`src/rtl/oam_dma.sv`:
```
// Sprite DMA: a CPU write of page P to TRIGGER_ADDR copies LEN bytes from $P00.. into PPU OAMDATA.
// Latency: 1 halt cycle + optional align cycle + 2 cycles per byte; done_o follows the final write by one cycle.
// Backpressure: the CPU is stalled via cpu_halt_o for the whole transfer; OAM_DMA_ABORT_EN adds abort_i.
module oam_dma #(
    parameter logic [15:0] TRIGGER_ADDR = 16'h4014,
    parameter logic [2:0]  OAM_REG      = 3'd4,
    parameter int          LEN          = 256
) (
    input  logic        clk,
    input  logic        rst,
    input  logic [15:0] cpu_addr_i,
    input  logic [7:0]  cpu_data_i,
    input  logic        cpu_wr_i,
`ifdef OAM_DMA_ABORT_EN
    input  logic        abort_i,
`endif
    output logic        cpu_halt_o,
    output logic [15:0] mem_addr_o,
    output logic        mem_rd_o,
    input  logic [7:0]  mem_data_i,
    output logic        ppu_cs_o,
    output logic        ppu_rw_o,
    output logic [2:0]  ppu_addr_o,
    output logic [7:0]  ppu_data_o,
    output logic        busy_o,
    output logic        done_o
);

    typedef enum logic [2:0] {IDLE, HALT, ALIGN, READ, WRITE} state_t;

    localparam logic [7:0] LAST = 8'(LEN - 1);

    state_t     state, state_nxt;
    logic       parity;
    logic [7:0] page, page_nxt;
    logic [7:0] idx, idx_nxt;
    logic       done_nxt;
    logic       abort;

`ifdef OAM_DMA_ABORT_EN
    assign abort = abort_i;
`else
    assign abort = 1'b0;
`endif

    always_ff @(posedge clk or negedge rst) begin
        if (!rst) begin
            state  <= IDLE;
            parity <= 1'b0;
            page   <= 8'h00;
            idx    <= 8'h00;
            done_o <= 1'b0;
        end else begin
            state  <= state_nxt;
            parity <= ~parity;
            page   <= page_nxt;
            idx    <= idx_nxt;
            done_o <= done_nxt;
        end
    end

    always_comb begin
        state_nxt  = state;
        page_nxt   = page;
        idx_nxt    = idx;
        done_nxt   = 1'b0;
        cpu_halt_o = 1'b0;
        busy_o     = 1'b0;
        mem_rd_o   = 1'b0;
        mem_addr_o = 16'h0000;
        ppu_cs_o   = 1'b0;
        ppu_rw_o   = 1'b1;
        ppu_addr_o = 3'd0;
        ppu_data_o = 8'h00;
        case (state)
            IDLE: begin
                if (cpu_wr_i && (cpu_addr_i == TRIGGER_ADDR)) begin
                    page_nxt  = cpu_data_i;
                    idx_nxt   = 8'h00;
                    state_nxt = HALT;
                end
            end
            HALT: begin
                cpu_halt_o = 1'b1;
                busy_o     = 1'b1;
                // An even HALT gets one ALIGN cycle so the first READ always lands on an even cycle.
                if (abort)
                    state_nxt = IDLE;
                else if (!parity)
                    state_nxt = ALIGN;
                else
                    state_nxt = READ;
            end
            ALIGN: begin
                cpu_halt_o = 1'b1;
                busy_o     = 1'b1;
                state_nxt  = abort ? IDLE : READ;
            end
            READ: begin
                cpu_halt_o = 1'b1;
                busy_o     = 1'b1;
                mem_rd_o   = 1'b1;
                mem_addr_o = {page, idx};
                state_nxt  = abort ? IDLE : WRITE;
            end
            WRITE: begin
                cpu_halt_o = 1'b1;
                busy_o     = 1'b1;
                ppu_cs_o   = 1'b1;
                ppu_rw_o   = 1'b0;
                ppu_addr_o = OAM_REG;
                ppu_data_o = mem_data_i;
                if (abort) begin
                    state_nxt = IDLE;
                end else if (idx == LAST) begin
                    state_nxt = IDLE;
                    done_nxt  = 1'b1;
                end else begin
                    idx_nxt   = idx + 8'd1;
                    state_nxt = READ;
                end
            end
            default: state_nxt = IDLE;
        endcase
    end

endmodule

```
`config.mk`:
```
export PLATFORM = sky130hd
export DESIGN_NAME = oam_dma
export DESIGN_NICKNAME = d
export VERILOG_FILES = /design/src/rtl/oam_dma.sv
export SDC_FILE = /design/constraint.sdc
export NUM_CORES = 1
export LEC_CHECK = 0
export ABC_AREA = 1
export ABC_CLOCK_PERIOD_IN_PS = 1910
export BUFFER_PORTS_ARGS = -buffer_cell sky130_fd_sc_hd__clkbuf_2
export CORE_ASPECT_RATIO = 0.5
export CORE_MARGIN = 2
export CORE_UTILIZATION = 29
export CTS_CLUSTER_SIZE = 12
export DETAILED_ROUTE_END_ITERATION = 10
export GPL_ROUTABILITY_DRIVEN = 0
export PLACE_DENSITY_LB_ADDON = 0.25
export SYNTH_ARGS = -nofsm -noshare
export SYNTH_HDL_FRONTEND = slang
export SYNTH_SLANG_ARGS = --single-unit
```
`constraint.sdc`:
```
create_clock -name clk -period 1.91 [get_ports clk]
set_clock_uncertainty 0.2 [all_clocks]
set_input_delay 0.382 -clock clk [delete_from_list [all_inputs] [get_ports clk]]
set_output_delay 0.382 -clock clk [all_outputs]
set_load 0.01 [all_outputs]
```
Word-level counts from Yosys, hierarchy flattened
Index checks and enable logic that the tools add are counted.

Bitwise logic cells: 1. Add/sub/neg operators: 1. Reductions and logical operators: 6. Muxes and demuxes: 16. Equal/unequal tests: 8. Multipliers: 0. Div/mod/pow operators: 0. Shift-type cells: 0. Magnitude comparators: 0.

Operators by type and width (count): 8-bit 2-to-1 mux (3); 16-bit by 15-bit == test with 1-bit output (second input constant) (1); 16-bit 2-to-1 mux (1); 8-bit case mux with 2 select lines (1); 3-bit case mux with 5 select lines (1); 8-bit by 1-bit adder with 8-bit output (second input constant) (1); 8-bit == test (second input constant) (1); 1-bit 2-to-1 mux (7); 3-bit by 2-bit == test with 1-bit output (second input constant) (2); 3-bit 2-to-1 mux (2); 2-bit != test (second input constant) (2); 4-bit OR reduction (1); 3-bit by 1-bit == test with 1-bit output (second input constant) (1); 3-bit == test (second input constant) (1); 3-bit zero test (1); 3-bit AND reduction (1); 2-bit 2-to-1 mux (1); 2-bit AND reduction (1); 2-bit nonzero test (1); 1-bit logical AND (1); 1-bit inverter (1).

ROM bits: 0. Logic and storage cells: 37. Memory bits (writable): 0. Latch bits: 0. Register bits: 21. Memories kept: 0. Output and inout bits: 33. Input bits: 35.

Depth between registers and ports, before layout
Gate-level depths: netlist of run 1.

Depth after elaboration: 4. Depth in mapped cells: 8. Gate-level depth less buffers: 8.

Worst setup path after synthesis of run 1
No wires, ideal clock.

Path type: flip-flop to output port. Start: register state[2]. End: output cpu_halt_o. Path buffers: 2. Slack: 0.027 ns. Cell stages (with the launch flop): 6. Required time: 1.328 ns. Arrival: 1.301 ns. Cells stage by stage: dfrtp_1 nor3_2 inv_2 buf_6 nand3_1 buf_4.

Longest elaborated chain between the ends: 3. Elaborated cells on any way between the ends: 6. Classes of those cells: eq/ne: 4; mux: 1; reduce/logical: 1.

RTL lines: from (decl) (RTL line 33) `state_t state, state_nxt;`; from (signal assigned) (RTL line 54) `state <= state_nxt;`; 3-bit == test (tied with other cells); 4-bit OR reduction (no line) *; 1-bit 2-to-1 mux *; to (decl) (RTL line 17) `output logic cpu_halt_o,`.

Mark *: on every way between the ends. The rest lies on a longest branch, timed or not.

Worst setup path in the final report of run 1
Start: register state[2]. End: output mem_addr_o[1].

Longest elaborated chain between the ends: 2.

RTL lines: 3-bit by 2-bit == test with 1-bit output (RTL line 75) `case (state)`; 16-bit 2-to-1 mux (RTL line 75); to (decl) (RTL line 18) `output logic [15:0] mem_addr_o,`.

Every way passes these cells.

==> results of run 1 <==
[power by group through the flow]
stage / clock, mW / combinational [mW] / sequential, mW
floorplan: 0 / 0.0246 / 0.453
global placement: 0 / 0.0721 / 0.453
detailed placement: 0 / 0.0729 / 0.453
CTS: 0.308 / 0.0750 / 0.444
global route: 0.333 / 0.0831 / 0.444
finish: 0.303 / 0.0733 / 0.444
[worst min-delay path by stage]
stage	slack, ns	to	start	depth (start not counted)
after floorplan	-0.11	done_o	rst	0
after global placement	0.19	page[5]	rst	1
after detailed placement	0.20	page[1]	rst	1
after CTS	0.14	page[3]	cpu_data_i[3]	3
after global routing	0.14	page[7]	cpu_data_i[7]	3
final	0.14	page[7]	cpu_data_i[7]	3
[synthesized netlist by cell type (all sizes together)]
library cell and number:
nor3 2, or2 1, nand2 44, dfrtp 21
nand4 3, conb 1, buf 8, nor2 44
o21ai 4, ha 1, a22oi 1, and2 1
clkinv 1, inv 33, nand3 26, a21oi 3
[timing repair]
item                                    4_1_cts  5_1_grt
buffers inserted                              0        0
gates resized for setup                       5        0
endpoints found under the setup margin       28       28
hold endpoints to repair                     21        0
hold buffers                                  1        0
[layout make-up]
| class | count | share of cell area, % |
|---|---|---|
| Tap cell | 66 | 4.54 |
| Sequential cell | 21 | 29.0 |
| Inverter | 34 | 7.43 |
| Timing Repair Buffer | 68 | 19.3 |
| Clock buffer | 3 | 2.27 |
| Clock inverter | 1 | 0.275 |
| Multi-Input combinational cell | 132 | 37.3 |
[critical path, delay by kind of cell (launching register included)]
family	cells	cell delay [ns]
simple gates	2	0.40
flops	1	0.47
buf+inv	2	0.28
[layer usage]
layer	wire [um]	GRT usage, %	vias up
met1	1610	17.4	612
met3	164	3.04	0
met5	0	0	-
met4	0	2.70	0
met2	1550	23.0	38
li1	-	-	717
[cells by family (layout without fill, tap and decap cells)]
group                      count (synthesis)  count (layout)  share of synthesized area (%)
AOI/OAI and AO/OA                          8               8                           3.43
adders and majority gates                  1               1                          0.902
and+or+nand+nor                          121             121                           43.2
other                                      1               2                          0.270
DFF                                       21              21                           37.9
buffers and inverters                     42             106                           14.3
[through the flow]
step / setup slack (ns) / util [%]
after floorplan: 0.0268 / -
after global placement: 0.170 / 38.9
after detailed placement: 0.147 / 38.9
after CTS: -0.0808 / 40.5
after global routing: -0.180 / 40.5
final: -0.0852 / 40.5
[flip-flops by register name, indices dropped and copies added, names as in the netlist]
| name | count |
|---|---|
| page | 8 |
| state | 3 |
| parity | 1 |
| done_o | 1 |
| idx | 8 |
==> metrics.cfg, run 1 <==
[setup_path]
startpoint_type = flip-flop
worstPathArrival_ns = 1.41
crit-reg2reg-capture = idx[3]
crit_end = mem_addr_o[1]
r2r_start = idx[1]
cp.required_ns = 1.33
crit_chain = nor3_4, inv_4, nor2_1, clkbuf_2
critPathKind = reg2out
crit_path_end_kind = output port
max_stage_delay_ns = 0.47
setup.worst_path.start = state[2]
cp_max_fo = 17
rr_worst_depth = 8
crit_slowest_cell = dfrtp_2
r2r_slack_ns = 0.29

[pwr]
p_comb_share_pct = 8.9
power.density_nw_per_um2 = 451
power_leakage_nw = 1.06
total_power_mw = 0.820
power_frac_clock_pct = 36.9
max-vdd-ir-drop_mv = 0.206
p_switching_mw = 0.193
power.internal_mw = 0.628
p_seq_share_pct = 54.1
p_sw_share_pct = 23.5

[sta]
fmax_ghz = 0.501
slew_headroom_pct = 64.0
final.setup.tns_ns = -0.706
setup_viol = 18
fin_ws_ns = -0.0852
worst_pin_slew_ns = 0.540
whs_ns = 0.141
slew_violations = 0
period_share_pct = 104
rsz0062_at_grt = yes
min_period_ns = 2.00
hold_viol = 0

[logic_synthesis]
synth_cells = 194
yosysWarnings = 0
syn_area_um2 = 1390
synth_seq_cells = 21
post-synth-top-area-cell = dfrtp_1
synth.distinct_cells = 26
avgSynthCellArea_um2 = 7.15
synth_area_leaders = dfrtp_1, nand2_1, nor2_1
synth-seq-area-share_pct = 37.9
synth_top_area_share_pct = 37.9

[clock_network]
cts_sinks = 21
htreeDepth = 1
path_clk_slew_ns = 0.08
cts_tree = built
clock_latency_ns = 0.26
numCtsBuffers = 3
root_buffer = clkbuf_8
clockBufferDepth = 2

[die]
start_util_pct = 30.9
rows = 17
die_y_um = 52.9
die_area_um2 = 5380
die_w_um = 102
num_io_pins = 68
coreArea_um2 = 4490

[routing]
drt-total-wl_mm = 3.33
ant_nets = 0
via_count = 1367
drc = 0
wl_per_cell_um = 10.2
viasPerCell = 4.21
drtIter0Drc = 79
dr.pass1.iters = 4

[finish]
most-common-layout-cells = clkbuf_2, nand2_1, nor2_1, inv_1, nand3_1
final_cell_area_um2 = 1820
multi_input_area_um2 = 678
diodes = 0
mostFrequentLayoutCell = clkbuf_2
stdcell_count = 325
fillers = 493
layout-drive-gt1-share_pct = 36.3
area_growth_pct = 31.2
seqCellArea_um2 = 527
layout.nets = 296

[grt]
grt_util_all_layers_pct = 13.4
grt_max_degree = 22
grt_remaining_overflow = 0
grt_pass1_wl_mm = 5.55
antenna_found_initial = 0
grt_pass1_vias = 1225

[place]
dp_hpwl_mm = 2.55
place_inst = 320
io_buffer_count = 65
dpl_cell_area_um2 = 1750

[status]
status = finished with violations
violations = setup timing

[hold_path]
hold_path.class = in2reg

[run]
maxCapViolCount = 0

(Power assumes the default switching activity.)
==> run 2: changes to the inputs <==
==> constraint.sdc (replaced) <==
create_clock -name clk -period 1.91 [get_ports clk]
set_clock_uncertainty 0.2 [all_clocks]
set_input_delay 0 -clock clk [delete_from_list [all_inputs] [get_ports clk]]
set_output_delay 0 -clock clk [all_outputs]
set_load 0.01 [all_outputs]
==> run 2 against run 1 <==
Net effect:
- the flow now finishes without violations
- final cell count is 2.8% higher
- design area is 4.4% higher
- die area stayed put
- sequential power hardly changed
- wire length is 0.75% lower
- critical path depth is 3 higher
- core utilization is 1.8 points higher
- fmax is 16% higher
- combinational power is 19% higher
- sequential share of layout area is 1.3 points lower
- via count is 1.8% higher
- register-to-register slack better by 0.03 ns
- critical path type is now in2reg
- largest power group unchanged
- highest routed layer unchanged
==> metrics.cfg, run 2 (same netlist as run 1, synthesis figures left out) <==
[clock_network]
post_cts_buffers = 0
path_clk_slew_ns = 0.08
htreeDepth = 1
clock_latency_ns = 0.26
cts_tree = built
cts_sinks = 21
cts_resized = 0
root_buffer = clkbuf_8
clockBufferDepth = 2
numCtsBuffers = 3
holdBufCountCts = 11

[finish]
diodes = 0
stdcell_count = 334
largestRegisters = idx x8, page x8, state x3
mostFrequentLayoutCell = clkbuf_2
layout-drive-gt1-share_pct = 34.0
layout.nets = 305
area_growth_pct = 37.0
fillers = 472
most-common-layout-cells = clkbuf_2, nand2_1, nor2_1, inv_1, nand3_1
final_cell_area_um2 = 1900

[grt]
grt_pass1_vias = 1300
grt_pass1_wl_mm = 5.62
grt_max_degree = 22
antenna_found_initial = 0
grt_util_all_layers_pct = 13.5
grt_remaining_overflow = 0

[sta]
fmax_ghz = 0.581
rsz0062_at_grt = no
setup_viol = 0
whs_ns = 0.0499
fin_ws_ns = 0.190
slew_violations = 0
min_period_ns = 1.72
slew_headroom_pct = 64.4
hold_viol = 0
worst_pin_slew_ns = 0.534
period_share_pct = 90.1
final.setup.tns_ns = 0

[setup_path]
crit_slowest_cell = dlygate4sd3_1
crit_buf_inv = 3
crit_path_end_kind = flip-flop
rr_worst_depth = 8
path_delay_family = buffers and inverters
cp.required_ns = 1.90
crit_end = state[0]
worstPathArrival_ns = 1.71
r2r_start = idx[1]
crit-reg2reg-capture = idx[7]
max_stage_delay_ns = 0.58
cp_max_fo = 3
startpoint_type = primary input
r2r_slack_ns = 0.32
setup.worst_path.start = cpu_wr_i
crit_chain = dlygate4sd3_1, clkbuf_2, nand3_1, nor2_2, nand3_2, dlygate4sd3_1, a22oi_2
critPathKind = in2reg
crit_cells = 7
cpMostUsedCell = dlygate4sd3_1

[run]
maxCapViolCount = 0

[hold_path]
hold_path.class = in2async

[routing]
dr.pass1.iters = 4
drc = 0
drt-total-wl_mm = 3.30
wl_per_cell_um = 9.88
via_count = 1391
viasPerCell = 4.16
drtIter0Drc = 57
ant_nets = 0

[die]
die_y_um = 52.9
die_area_um2 = 5380
rows = 17
start_util_pct = 30.9
num_io_pins = 68
coreArea_um2 = 4490
die_w_um = 102

[pwr]
p_sw_share_pct = 22.6
power.internal_mw = 0.641
p_comb_share_pct = 10.5
power_frac_clock_pct = 35.8
p_switching_mw = 0.187
power.density_nw_per_um2 = 436
p_seq_share_pct = 53.6
power_leakage_nw = 1.07
max-vdd-ir-drop_mv = 0.196

[place]
dpl_cell_area_um2 = 1740
place_ws_ns = 0.334
place_inst = 319
dp_hpwl_mm = 2.59
io_buffer_count = 65

[status]
status = finished clean

[run 2: worst min-delay path by stage]
stage	start	cells after the start	to
6_report	rst	2	state[2]
2_1_floorplan	rst	0	done_o
3_3_place_gp	rst	1	page[1]
4_1_cts	rst	2	page[5]
5_1_grt	mem_data_i[5]	4	ppu_data_o[5]
3_5_place_dp	rst	1	page[5]
[run 2: through the flow]
step           utilization, %  total power [mW]
2_1_floorplan               -             0.478
3_3_place_gp             38.8             0.525
3_5_place_dp             38.8             0.526
4_1_cts                  42.3             0.838
5_1_grt                  42.3             0.869
6_report                 42.3             0.828
[run 2: metal layers]
| layer | track usage, % | up-vias | wire length (um) |
|---|---|---|---|
| li1 | - | 734 | - |
| met1 | 16.4 | 620 | 1600 |
| met2 | 25.1 | 37 | 1550 |
| met3 | 2.77 | 0 | 152 |
| met4 | 2.70 | 0 | 0 |
| met5 | 0 | - | 0 |
[run 2: power groups by stage]
stage / registers [mW] / logic [mW] / clock network, mW
after global placement: 0.453 / 0.0722 / 0
after detailed placement: 0.453 / 0.0732 / 0
after CTS: 0.444 / 0.0892 / 0.305
final: 0.444 / 0.0873 / 0.297
after global routing: 0.444 / 0.0989 / 0.326
after floorplan: 0.453 / 0.0246 / 0
[run 2: cell type report]
cell class              instances  area, um2  share of cell area [%]
clock inverters                 1       7.51                   0.395
flip-flops and latches         21        526                    27.7
multi-input cells             132        667                    35.1
inverters                      34        133                    6.98
well taps                      66       82.6                    4.35
clock buffers                   3       41.3                    2.17
repair buffers                 77        443                    23.3
